$ cat src/rtl/mux7_rr_arbiter_pkg.sv
// Shared constants, state encoding and round-robin search helper for mux7_rr_arbiter.
package mux7_rr_arbiter_pkg;

  localparam int unsigned N_REQ = 7;
  localparam int unsigned SEL_W = 3;

  typedef enum logic {
    ST_IDLE  = 1'b0,
    ST_GRANT = 1'b1
  } state_e;

  typedef struct packed {
    logic             found;
    logic [SEL_W-1:0] idx;
  } pick_t;

  // First set request at or above ptr, wrapping 6->0. Scanned far-to-near so the nearest hit wins.
  function automatic pick_t rr_pick(input logic [N_REQ-1:0] req, input logic [SEL_W-1:0] ptr);
    pick_t      p;
    logic [3:0] s;
    p = '0;
    for (int k = int'(N_REQ) - 1; k >= 0; k--) begin
      s = 4'(ptr) + 4'(k);
      if (s >= 4'(N_REQ)) s = s - 4'(N_REQ);
      if (req[3'(s)]) begin
        p.found = 1'b1;
        p.idx   = 3'(s);
      end
    end
    return p;
  endfunction

endpackage

$ cat src/rtl/mux_7x1.sv
// 7-input 1-bit multiplexer; out-of-range selects return 0.
module mux_7x1 (
  input  logic [6:0] i,
  input  logic [2:0] s,
  output logic       y
);

  always_comb begin
    y = 1'b0;
    if (s < 3'd7) y = i[s];
  end

endmodule

$ cat src/rtl/mux7_rr_arbiter.sv
// Round-robin arbiter sharing a 7:1 bit mux among 7 requesters, with a bounded hold per grant.
module mux7_rr_arbiter
  import mux7_rr_arbiter_pkg::*;
#(
  parameter int unsigned MAX_HOLD = 4,
  parameter int unsigned CNT_W    = 4
) (
  input  logic             clk,
  input  logic             rst_n,
  input  logic [N_REQ-1:0] req,
  input  logic [N_REQ-1:0] din,
  output logic [N_REQ-1:0] gnt,
  output logic [SEL_W-1:0] sel,
  output logic             busy,
  output logic             y
);

  state_e           state_q, state_d;
  logic [N_REQ-1:0] gnt_q, gnt_d;
  logic [SEL_W-1:0] sel_q, sel_d;
  logic             busy_q, busy_d;
  logic [SEL_W-1:0] ptr_q, ptr_d;
  logic [CNT_W-1:0] cnt_q, cnt_d;

  logic [SEL_W-1:0] ptr_rel;
  pick_t            pick_idle;
  pick_t            pick_rel;
  logic             mux_y;

  always_ff @(posedge clk or negedge rst_n) begin
    if (!rst_n) begin
      state_q <= ST_IDLE;
      gnt_q   <= '0;
      sel_q   <= '0;
      busy_q  <= 1'b0;
      ptr_q   <= '0;
      cnt_q   <= '0;
    end else begin
      state_q <= state_d;
      gnt_q   <= gnt_d;
      sel_q   <= sel_d;
      busy_q  <= busy_d;
      ptr_q   <= ptr_d;
      cnt_q   <= cnt_d;
    end
  end

  // On release the owner moves to the back of the queue: search restarts just past it.
  always_comb begin
    state_d   = state_q;
    gnt_d     = gnt_q;
    sel_d     = sel_q;
    busy_d    = busy_q;
    ptr_d     = ptr_q;
    cnt_d     = cnt_q;
    ptr_rel   = (sel_q == SEL_W'(N_REQ - 1)) ? '0 : sel_q + SEL_W'(1);
    pick_idle = rr_pick(req, ptr_q);
    pick_rel  = rr_pick(req, ptr_rel);

    case (state_q)
      ST_IDLE: begin
        if (pick_idle.found) begin
          state_d = ST_GRANT;
          gnt_d   = N_REQ'(1) << pick_idle.idx;
          sel_d   = pick_idle.idx;
          busy_d  = 1'b1;
          cnt_d   = CNT_W'(1);
        end
      end
      ST_GRANT: begin
        if (req[sel_q] && (cnt_q < CNT_W'(MAX_HOLD))) begin
          cnt_d = cnt_q + CNT_W'(1);
        end else begin
          ptr_d = ptr_rel;
          if (pick_rel.found) begin
            gnt_d = N_REQ'(1) << pick_rel.idx;
            sel_d = pick_rel.idx;
            cnt_d = CNT_W'(1);
          end else begin
            state_d = ST_IDLE;
            gnt_d   = '0;
            busy_d  = 1'b0;
            cnt_d   = '0;
          end
        end
      end
      default: begin
        state_d = ST_IDLE;
        gnt_d   = '0;
        busy_d  = 1'b0;
      end
    endcase
  end

  mux_7x1 u_mux (
    .i (din),
    .s (sel_q),
    .y (mux_y)
  );

  assign gnt  = gnt_q;
  assign sel  = sel_q;
  assign busy = busy_q;
  assign y    = mux_y & busy_q;

endmodule

$ cat config.mk
export PLATFORM = sky130hd
export DESIGN_NAME = mux7_rr_arbiter
export DESIGN_NICKNAME = d
export VERILOG_FILES = /design/src/rtl/mux7_rr_arbiter_pkg.sv /design/src/rtl/mux_7x1.sv /design/src/rtl/mux7_rr_arbiter.sv
export SDC_FILE = /design/constraint.sdc
export NUM_CORES = 1
export LEC_CHECK = 0
export ABC_AREA = 1
export BUFFER_PORTS_ARGS = -buffer_cell sky130_fd_sc_hd__buf_2
export CORE_UTILIZATION = 56
export DETAILED_ROUTE_END_ITERATION = 10
export GPL_TIMING_DRIVEN = 0
export PLACE_DENSITY = 0.78
export REMOVE_ABC_BUFFERS = 1
export SYNTH_ARGS = -nofsm -noshare
export SYNTH_HDL_FRONTEND = slang
export SYNTH_SLANG_ARGS = --single-unit
$ cat constraint.sdc
create_clock -name clk -period 3.2 [get_ports clk]
set_input_delay 0.64 -clock clk [delete_from_list [all_inputs] [get_ports clk]]
set_output_delay 0.64 -clock clk [all_outputs]
set_load 0.005 [all_outputs]
==> flow_metrics.env <==
export IMPL_start_util_pct=57.77
export IMPL_synth_edf_count=0
export IMPL_post_route_drc_count=0
export IMPL_dieWidth_um=82.70
export IMPL_die_height_um=82.70
export IMPL_slew_headroom_pct=48.24
export IMPL_io_pins=28
export IMPL_grt_pass1_vias=3760
export IMPL_synth_top_cell_area_share_pct=21.51
export IMPL_maxSlewViolCount=0
export IMPL_synth_ff_type="dfrtp_1"
export IMPL_grt_use_met1_pct=41.40
export IMPL_use_met3_pct=3.187
export IMPL_reg2reg_to="gnt[5]"
export IMPL_gr_total_overflow=0
export IMPL_period_share_pct=97.31
export IMPL_setup_viol=0
export IMPL_synth_area_leaders="nand2_1 (22%), dfrtp_1 (13%), nand3_1 (10%), inv_1 (7.4%), ha_1 (7.2%)"
export IMPL_rows=29
export IMPL_io_buffers=27
export IMPL_clkLatencyLatePin_ps=260
export IMPL_cts_buffer_depth=2
export IMPL_grt_usage_pct=32.16
export IMPL_min_path_type="input port to asynchronous set/reset pin"
export IMPL_hold_worst_slack_ps=309.8
export IMPL_yosysSeqAreaShare_pct=13.04
export IMPL_ys_types=50
export IMPL_required_ps=3390
export IMPL_outcome="finished clean"
export IMPL_fillers=536
export IMPL_clkTransAtPathRegs_ps=70
export IMPL_dr_pass1_iters=5
export IMPL_cp_end_kind="flop"
export IMPL_grt_pass1_wl_mm=16.95
export IMPL_drive_gt1_share_pct=25.44
export IMPL_yosys_warnings=0
export IMPL_fin_cells=765
export IMPL_placed_area_um2=3812
export IMPL_final_common_cell="nand2_1"
export IMPL_fin_skew_ps=9.007
export IMPL_grt_max_degree=20
export IMPL_ys_ff_latch=19
export IMPL_rsz0062_at_grt="yes"
export IMPL_finish_utilization_pct=69.52
export IMPL_critPathArrivalTime_ps=3310
export IMPL_antenna_cells=0
export IMPL_timing_rr_start="sel[1]"
export IMPL_grt_busiest_layer="met2"
export IMPL_path_class="flop to flop"
export IMPL_postRouteAntennaNets=0
export IMPL_synthArstFlopShare_pct=100.0
export IMPL_final_area_um2=4389
export IMPL_htree_levels=1
export IMPL_cp_max_fo=6
export IMPL_syn_area_um2=3647
export IMPL_drtIter0Drc=540
export IMPL_cts_sinks=19
export IMPL_synth_area_per_cell_um2=5.735
export IMPL_fmax_mhz=321.2
export IMPL_cts_root_buffer="clkbuf_8"
export IMPL_viasPerCell=5.966
export IMPL_wl_per_cell_um=15.27
export IMPL_core_area_um2=6314
export IMPL_place_hpwl_mm=8.032
export IMPL_wirelength_mm=11.68
export IMPL_layout_common_cells="nand2_1 (188), nand3_1 (70), inv_1 (66)"
export IMPL_vias=4564
export IMPL_cts_made_buffers=3
export IMPL_die_area_um2=6839
export IMPL_worst_slew_pin_transition_ps=776.4
export IMPL_cp_start_kind="flop"
export IMPL_holdBufCountCts=0
export IMPL_syn_to_final_growth_pct=20.34
export IMPL_antenna_found_initial=0
export IMPL_reg2reg_slack_ps=90
export IMPL_reg2reg_depth=25
export IMPL_tritoncts="built"
export IMPL_yosys_area_top_type="nand2_1"
export IMPL_met2_usage_pct=56.07
export IMPL_place_congestion=0.9873
export IMPL_final_nets=728
export IMPL_netlist_instances=636
export IMPL_maxCapViolations=0
export IMPL_hold_viol=0
export IMPL_fin_crit_ps=3114
export IMPL_place_inst=728
stage by stage:
step | setup TNS (ps) | setup slack, ps
CTS | 0 | 3.473
detailed placement | -8469 | -733.4
global placement | -7638 | -680.2
global route | -1291 | -152.7
finish | 0 | 86.22
floorplan | -104.6 | -24.42
synthesized netlist by cell type (2+ instances only):
cell type,count
o22ai_1,3
a21o_1,2
nor2_2,5
o21ai_2,4
buf_4,3
nand2_1,209
nand4_1,7
nand3b_1,3
nand2_2,6
ha_1,21
a21boi_1,2
a21oi_2,3
o21ai_0,38
nand3_1,74
clkbuf_1,6
nor3_1,2
a211oi_1,3
buf_2,2
xor2_4,2
inv_1,72
nand2_4,3
nor2_1,46
a21oi_1,39
nand3_2,4
fa_1,2
dfrtp_1,19
a21oi_4,3
inv_2,13
o211ai_1,7
o21ai_1,13
kinds of logic (layout without fill, tap and decap cells):
group | count (synthesis) | in the layout | share of synthesized area, %
AO/OA/AOI/OAI | 124 | 124 | 20.38
XOR/XNOR | 3 | 3 | 1.955
adder cells (fa/ha/maj) | 23 | 23 | 8.302
buffers and inverters | 98 | 150 | 10.67
flip-flops | 19 | 19 | 13.04
AND/OR/NAND/NOR | 369 | 369 | 45.66
critical path: stages, from the launching register on:
cell and delay (ps):
dfrtp_2 490, buf_6 150, nor2_4 160, nor2_4 70, ha_4 160, inv_2 80, ha_4 230, inv_6 80
nand3_4 80, nand3_4 130, nand2_1 80, o21ai_2 100, nand3_1 90, nand2_1 110, nand2_2 70, nand2_2 90
nand2_1 60, nand3_1 70, nand2_1 70, nand2_1 70, nand2_2 90, a21oi_4 170, nand2_1 90, nor2_1 90
nor2_1 50, nor2_1 90
metal layers:
metal / up-vias / wire length [um]
met3: 49 / 1057
li1: 2201 / -
met5: - / 0
met1: 2068 / 4692
met4: 0 / 332
met2: 246 / 5599
repair_timing:
action	in CTS	in global routing
buffers inserted	18	15
setup endpoints to repair	16	16
pin swaps	7	24
gates resized for setup	22	68
state kept, by name, indices dropped and copies added, names as in the netlist:
| name | flops |
|---|---|
| sel | 3 |
| state_q | 1 |
| gnt | 7 |
| ptr_q | 3 |
| cnt_q | 4 |
| busy | 1 |
cell type report:
cell class | count | area (um2) | share of cell area, %
clock buffer | 3 | 41.29 | 0.9407
inverter | 86 | 345.3 | 7.868
sequential | 19 | 483.0 | 11.00
tap | 77 | 96.34 | 2.195
multi-input combinational | 519 | 3024 | 68.90
timing repair buffer | 60 | 394.1 | 8.979
clock inverter | 1 | 5.005 | 0.1140
worst max-delay path by stage:
stage	end	start	slack, ps	cells after the start
after floorplan	gnt[5]	sel[1]	-20	25
after global placement	gnt[0]	sel[1]	-680	25
after detailed placement	gnt[0]	sel[1]	-730	25
after CTS	gnt[5]	sel[2]	3	19
after global routing	gnt[6]	sel[1]	-150	22
final	gnt[5]	sel[1]	90	25
Power is not shown: default switching activity piles up to over one toggle a cycle in this logic, so the estimate is an artifact.
